===== src/rtl/clk_en_ctrl.sv =====
// clk_en_ctrl: programmable divided-clock and strobe generator with start/stop sequencing
module clk_en_ctrl #(
  parameter int CW = 16,
  parameter int DEF_PERIOD = 4,
  parameter int DEF_HIGH = 2,
  parameter int DEF_PHASE = 0
) (
  input  logic          clk,
  input  logic          rst,
  input  logic          enable,
  input  logic          cfg_valid,
  output logic          cfg_ready,
  input  logic [CW-1:0] cfg_period,
  input  logic [CW-1:0] cfg_high,
  input  logic [CW-1:0] cfg_phase,
  output logic          div_clk,
  output logic          rise_tick,
  output logic          fall_tick,
  output logic          running,
  output logic          cfg_err
);
  typedef enum logic [1:0] {IDLE, DELAY, RUN} state_t;
  state_t state, state_n;
  logic [CW-1:0] cnt, cnt_n, dcnt, dcnt_n;
  logic [CW-1:0] per, hi, ph, per_n, hi_n, ph_n;
  logic [CW-1:0] p_per, p_hi, p_ph, p_per_n, p_hi_n, p_ph_n;
  logic pend, pend_n, xfer, legal, wrap, apply, ld, set_idle;
  logic div_d, rise_d, fall_d, run_d;
  always_ff @(posedge clk) begin
    if (rst) begin
      state <= IDLE;
      cnt <= '0;
      dcnt <= '0;
      per <= CW'(DEF_PERIOD);
      hi <= CW'(DEF_HIGH);
      ph <= CW'(DEF_PHASE);
      p_per <= '0;
      p_hi <= '0;
      p_ph <= '0;
      pend <= 1'b0;
      div_clk <= 1'b0;
      rise_tick <= 1'b0;
      fall_tick <= 1'b0;
      running <= 1'b0;
      cfg_ready <= 1'b1;
      cfg_err <= 1'b0;
    end else begin
      state <= state_n;
      cnt <= cnt_n;
      dcnt <= dcnt_n;
      per <= per_n;
      hi <= hi_n;
      ph <= ph_n;
      p_per <= p_per_n;
      p_hi <= p_hi_n;
      p_ph <= p_ph_n;
      pend <= pend_n;
      div_clk <= div_d;
      rise_tick <= rise_d;
      fall_tick <= fall_d;
      running <= run_d;
      cfg_ready <= !pend_n;
      cfg_err <= xfer && !legal;
    end
  end
  always_comb begin
    xfer = cfg_valid && cfg_ready;
    legal = cfg_period >= CW'(2) && cfg_high != '0 && cfg_high < cfg_period;
    wrap = state == RUN && cnt == per - CW'(1);
    apply = pend && (wrap || (state == DELAY && !enable));
    ld = state != IDLE && xfer && legal;
    set_idle = state == IDLE && xfer && legal;
    per_n = apply ? p_per : set_idle ? cfg_period : per;
    hi_n = apply ? p_hi : set_idle ? cfg_high : hi;
    ph_n = apply ? p_ph : set_idle ? cfg_phase : ph;
    p_per_n = ld ? cfg_period : p_per;
    p_hi_n = ld ? cfg_high : p_hi;
    p_ph_n = ld ? cfg_phase : p_ph;
    pend_n = ld || (pend && !apply);
    state_n = state;
    cnt_n = cnt;
    dcnt_n = dcnt;
    case (state)
      IDLE: if (enable) begin
        state_n = ph_n == '0 ? RUN : DELAY;
        cnt_n = '0;
        dcnt_n = '0;
      end
      DELAY: if (!enable) state_n = IDLE;
        else if (dcnt == ph - CW'(1)) begin
          state_n = RUN;
          cnt_n = '0;
        end else dcnt_n = dcnt + CW'(1);
      RUN: if (wrap) begin
        cnt_n = '0;
        state_n = enable ? RUN : IDLE;
      end else cnt_n = cnt + CW'(1);
      default: state_n = IDLE;
    endcase
  end
  always_comb begin
    run_d = state_n == RUN;
    div_d = run_d && cnt_n < hi_n;
    rise_d = run_d && cnt_n == '0;
    fall_d = run_d && cnt_n == hi_n;
  end
endmodule


===== config.mk =====
export PLATFORM = sky130hd
export DESIGN_NAME = clk_en_ctrl
export DESIGN_NICKNAME = d
export VERILOG_FILES = /design/src/rtl/clk_en_ctrl.sv
export SDC_FILE = /design/constraint.sdc
export NUM_CORES = 1
export LEC_CHECK = 0
export ABC_AREA = 1
export ABC_CLOCK_PERIOD_IN_PS = 5500
export CAP_MARGIN = 40
export CORE_AREA = 2 2 157 159
export DETAILED_ROUTE_END_ITERATION = 8
export DIE_AREA = 0 0 159 161
export PLACE_DENSITY = 0.62
export SYNTH_ARGS = -nofsm -noshare
export SYNTH_HDL_FRONTEND = slang
export SYNTH_SLANG_ARGS = --single-unit

===== constraint.sdc =====
create_clock -name clk -period 5.5 [get_ports clk]
set_input_delay 1.1 -clock clk [delete_from_list [all_inputs] [get_ports clk]]
set_output_delay 1.1 -clock clk [all_outputs]
set_load 0.05 [all_outputs]

==> impl_table.tex <==
\begin{tabular}{lr}
\hline
Metric & Value \\
\hline
\multicolumn{2}{l}{\textbf{Floorplan}} \\
Initial core utilization & 34.2\% \\
Height of the die & 161 um \\
Standard-cell row count & 57 \\
Core ar. & 0.0240 sq mm \\
Horizontal die dimension & roughly 160 um \\
Count of boundary I/O pins & 58 \\
Die area & 0.0256 sq mm \\
\multicolumn{2}{l}{\textbf{STA}} \\
Clock Skews & 9.57 ps \\
Post-layout minimum cycle time & 4560 ps \\
Highest Clock Rate & 219 MHz \\
RSZ-0062 raised after global routing & no \\
Max-slew violation total from the final report & 0 \\
Actual slew at the worst max-slew pin & 884 ps \\
Sum of negative setup slack & 0 ps \\
Final number of setup-violating endpoints & 0 \\
Worst max-slew margin expressed relative to the limit & 40.9\% \\
Final Cycle Share & 82.9\% \\
Number of failing hold endpoints at the final stage & 0 \\
Smallest setup slack after layout & 943 ps \\
\multicolumn{2}{l}{\textbf{Critical path}} \\
Capturing point of the worst reg2reg path & div\_clk \\
Kind of capture point of the worst setup path & flop \\
Register-to-Register Setup Slack & 1170 ps \\
Number of cells on the worst reg-to-reg path & 18 \\
Endpoint required time on the critical path & between 5000 and 6000 ps \\
Critical path startpoint category & input port \\
Startpoint of the worst register-to-register path & per[0] \\
Data arrival time of the critical path & between 4000 and 5000 ps \\
Top fanout value on the critical path & 16 \\
Start-to-end type of the worst setup path & input port to flop \\
\multicolumn{2}{l}{\textbf{CTS}} \\
Clock buffer count from CTS & 17 \\
Buffer cell driving the clock tree root & sky130\_fd\_sc\_hd\_\_clkbuf\_16 \\
Total setup buffers inserted after CTS & 0 \\
Worst-Skew Late Latency & 420 ps \\
Resize count post-CTS & 0 \\
Hold Buf Count CTS & 0 \\
Clk buf depth & 2 \\
Maximum level of the CTS H-tree & 4 \\
Clock-pin slew on the worst setup and hold paths & 60 ps \\
Clock tree sinks & 137 \\
CTS tree & done \\
\multicolumn{2}{l}{\textbf{Cells and area}} \\
Post-route insts no fill & 1,617 \\
Number of diodes added for antenna fixing & 0 \\
Fill count & 2,558 \\
Final core utilization & 40.6\% \\
Fraction of layout instances using a drive strength above 1 & 6.19\% \\
P\&R area growth vs syn & 18.6\% \\
Net count of the finished layout & 1,367 \\
\multicolumn{2}{l}{\textbf{Worst hold path}} \\
Hold Path End & p\_hi[10] \\
Worst hold path startpoint & p\_hi[10] \\
Instance count along the most critical hold path & 2 \\
Hold Path Class & flop to flop \\
\multicolumn{2}{l}{\textbf{Run}} \\
Maxcap violations & 0 \\
\multicolumn{2}{l}{\textbf{Routing}} \\
Iteration-0 DRC Markers & 632 \\
Number of vias after detailed routing & 7,926 \\
Via count normalized by instance count & 4.90 \\
TritonRoute pass-1 iters & 5 \\
Total wirelength of the detailed-routed design & 23.0 mm \\
Wirelength per Cell & 14.2 um \\
DRC & 0 \\
Number of nets still failing antenna checks after routing & 0 \\
\multicolumn{2}{l}{\textbf{Yosys}} \\
Cells after synthesis & 1,242 \\
Post-synth net total & $\sim$1,300 \\
Count of synthesis-stage warnings from yosys & 0 \\
Number of library cell types mapped by synthesis & 42 \\
Post-synthesis cell type with the largest combined area & sky130\_fd\_sc\_hd\_\_dfxtp\_1 \\
Area share of the leading cell type in the synthesized netlist & 33.5\% \\
Leading cell types by total area after synthesis & sky130\_fd\_sc\_hd\_\_dfxtp\_1 (33\%), sky130\_fd\_sc\_hd\_\_nand2\_1 (13\%), sky130\_fd\_sc\_hd\_\_inv\_1 (7.1\%), sky130\_fd\_sc\_hd\_\_nand3\_1 (6.3\%), sky130\_fd\_sc\_hd\_\_a21oi\_1 (6.2\%) \\
Post-synthesis instance area & 0.00820 sq mm \\
Number of storage elements in the synthesis netlist & 137 \\
Per-instance average area after synthesis & approximately 6.6 sq um \\
Sequential share of the synthesized area & 33.5\% \\
\multicolumn{2}{l}{\textbf{Power}} \\
Proportion of power drawn by flip-flops and latches & a little under two fifths \\
Maximum vdd ir drop & $\sim$230 uV \\
Switching power & 0.837 mW \\
Internal power & roughly 2.1 mW \\
Switching part of the total & approximately 28\% \\
Clock share of power & 44.1\% \\
Combinational share of power & about a fifth \\
Leakage power summed over all cells & 4.27 nW \\
Total power divided by cell area & 304 mW/mm\^{}2 \\
\multicolumn{2}{l}{\textbf{Place}} \\
Weighted congestion at the end of routability-driven global placement & 0.867 \\
Worst slack, placed & 540 ps \\
HPWL after DPL & $\sim$17 mm \\
DP Cell Count & roughly 1,600 \\
Count of input and output buffers & 57 \\
\multicolumn{2}{l}{\textbf{Global routing}} \\
Antenna violations before repair & 0 \\
First-pass GRT wire length & approximately 38 mm \\
Largest net degree at the start of global routing & 61 \\
Vias in the first global route & 7,343 \\
Combined global-route utilization of all metal layers & 18.3\% \\
Residual overflow from global routing & 0 \\
\multicolumn{2}{l}{\textbf{Status}} \\
Run status & completed \\
\hline
\end{tabular}
==> worst max-delay path, stage by stage <==
cell and delay [ps]:
sky130_fd_sc_hd__clkdlybuf4s50_1 490, sky130_fd_sc_hd__inv_1 80, sky130_fd_sc_hd__ha_1 310, sky130_fd_sc_hd__a21oi_1 130, sky130_fd_sc_hd__nor2_1 50, sky130_fd_sc_hd__a211oi_1 230, sky130_fd_sc_hd__nand3_1 110, sky130_fd_sc_hd__nor2_1 200
sky130_fd_sc_hd__nand3_1 130, sky130_fd_sc_hd__inv_1 480, sky130_fd_sc_hd__nand2_1 120, sky130_fd_sc_hd__nand3_1 110, sky130_fd_sc_hd__o21ai_0 140, sky130_fd_sc_hd__ha_1 330, sky130_fd_sc_hd__nand2_1 80, sky130_fd_sc_hd__inv_1 50
sky130_fd_sc_hd__a221oi_1 260, sky130_fd_sc_hd__o221ai_1 160, sky130_fd_sc_hd__a21oi_1 160, sky130_fd_sc_hd__o21ai_0 90, sky130_fd_sc_hd__nor2_1 100
==> sequential cells by signal, indices dropped and copies added (netlist names), 2 cells and up <==
name,count
p_per,16
p_hi,16
p_ph,16
hi,16
state,2
per,16
ph,16
cnt,16
dcnt,16
==> cell usage after synthesis, drive strengths merged <==
master and count:
a211oi 4, a21o 1, a21oi 103, a221oi 3, a31oi 2, and2 1, buf 14, clkbuf 36
dfxtp 137, ha 35, inv 157, nand2 292, nand3 106, nand3b 9, nand4 19, nor2 140
nor3 20, nor3b 3, nor4 6, o2111ai 1, o211ai 1, o21a 2, o21ai 80, o21bai 1
o221ai 2, o22ai 13, or2 5, xnor2 17, xor2 32
==> power by group through the flow <==
stage          logic (mW)  clock network, mW  registers, mW
2_1_floorplan       0.400                  0           1.10
3_3_place_gp        0.550                  0           1.11
3_5_place_dp        0.558                  0           1.11
4_1_cts             0.563               1.32           1.09
5_1_grt             0.643               1.37           1.10
6_report            0.563               1.31           1.09
==> cell type report <==
cell class	instances	area, sq um	area share, %
clock inverter	13	224	2.30
multi-input combinational	898	4650	47.8
inverter	157	589	6.06
clock buffer	19	443	4.55
timing repair buffer	69	668	6.87
tap	324	405	4.17
sequential	137	2740	28.2
==> cell usage in the layout (no fill, tap or decap), drive strengths merged, types with 17 or more instances in the layout <==
| master | instances |
|---|---|
| nand2 | 292 |
| inv | 156 |
| nor2 | 140 |
| dfxtp | 137 |
| nand3 | 106 |
| a21oi | 103 |
| o21ai | 80 |
| clkdlybuf4s50 | 56 |
| ha | 35 |
| xor2 | 32 |
| nor3 | 20 |
| nand4 | 19 |
| clkbuf | 19 |
| xnor2 | 17 |
==> per-layer routing <==
layer	track usage, %	routed length (um)	vias up
met4	6.69	516	0
met5	0	0	-
met1	26.3	11200	3561
met2	27.8	10000	226
met3	2.65	1250	28
li1	-	-	4111
==> how the worst max path moves through the flow <==
| stage | from | endpoint | slack, ps | cells after the start |
|---|---|---|---|---|
| final | cfg_period[13] | div_clk | 940 | 21 |
| after global routing | cfg_period[13] | div_clk | 490 | 21 |
| after CTS | cfg_period[13] | div_clk | 950 | 21 |
| after detailed placement | cfg_period[13] | div_clk | 540 | 21 |
| after global placement | cfg_period[13] | div_clk | 690 | 21 |
| after floorplan | cfg_period[13] | div_clk | 1360 | 22 |
==> through the flow <==
stage / instance area [sq um] / power (mW) / hold slack (ps)
2_1_floorplan: 8200 / 1.50 / 420
3_3_place_gp: 9050 / 1.66 / 433
3_5_place_dp: 9060 / 1.67 / 434
4_1_cts: 9720 / 2.98 / 442
5_1_grt: 9720 / 3.11 / 454
6_report: 9720 / 2.96 / 443
==> kinds of logic (layout without fill, tap and decap cells) <==
group	after synthesis	in the layout	share of synthesized area [%]
flops	137	137	33.5
simple gates	601	601	32.3
fa+ha+maj	35	35	5.34
compound gates	213	213	13.8
buf+inv	207	258	9.80
xor+xnor	49	49	5.24
Note: power is estimated with default switching activity, not from simulation.
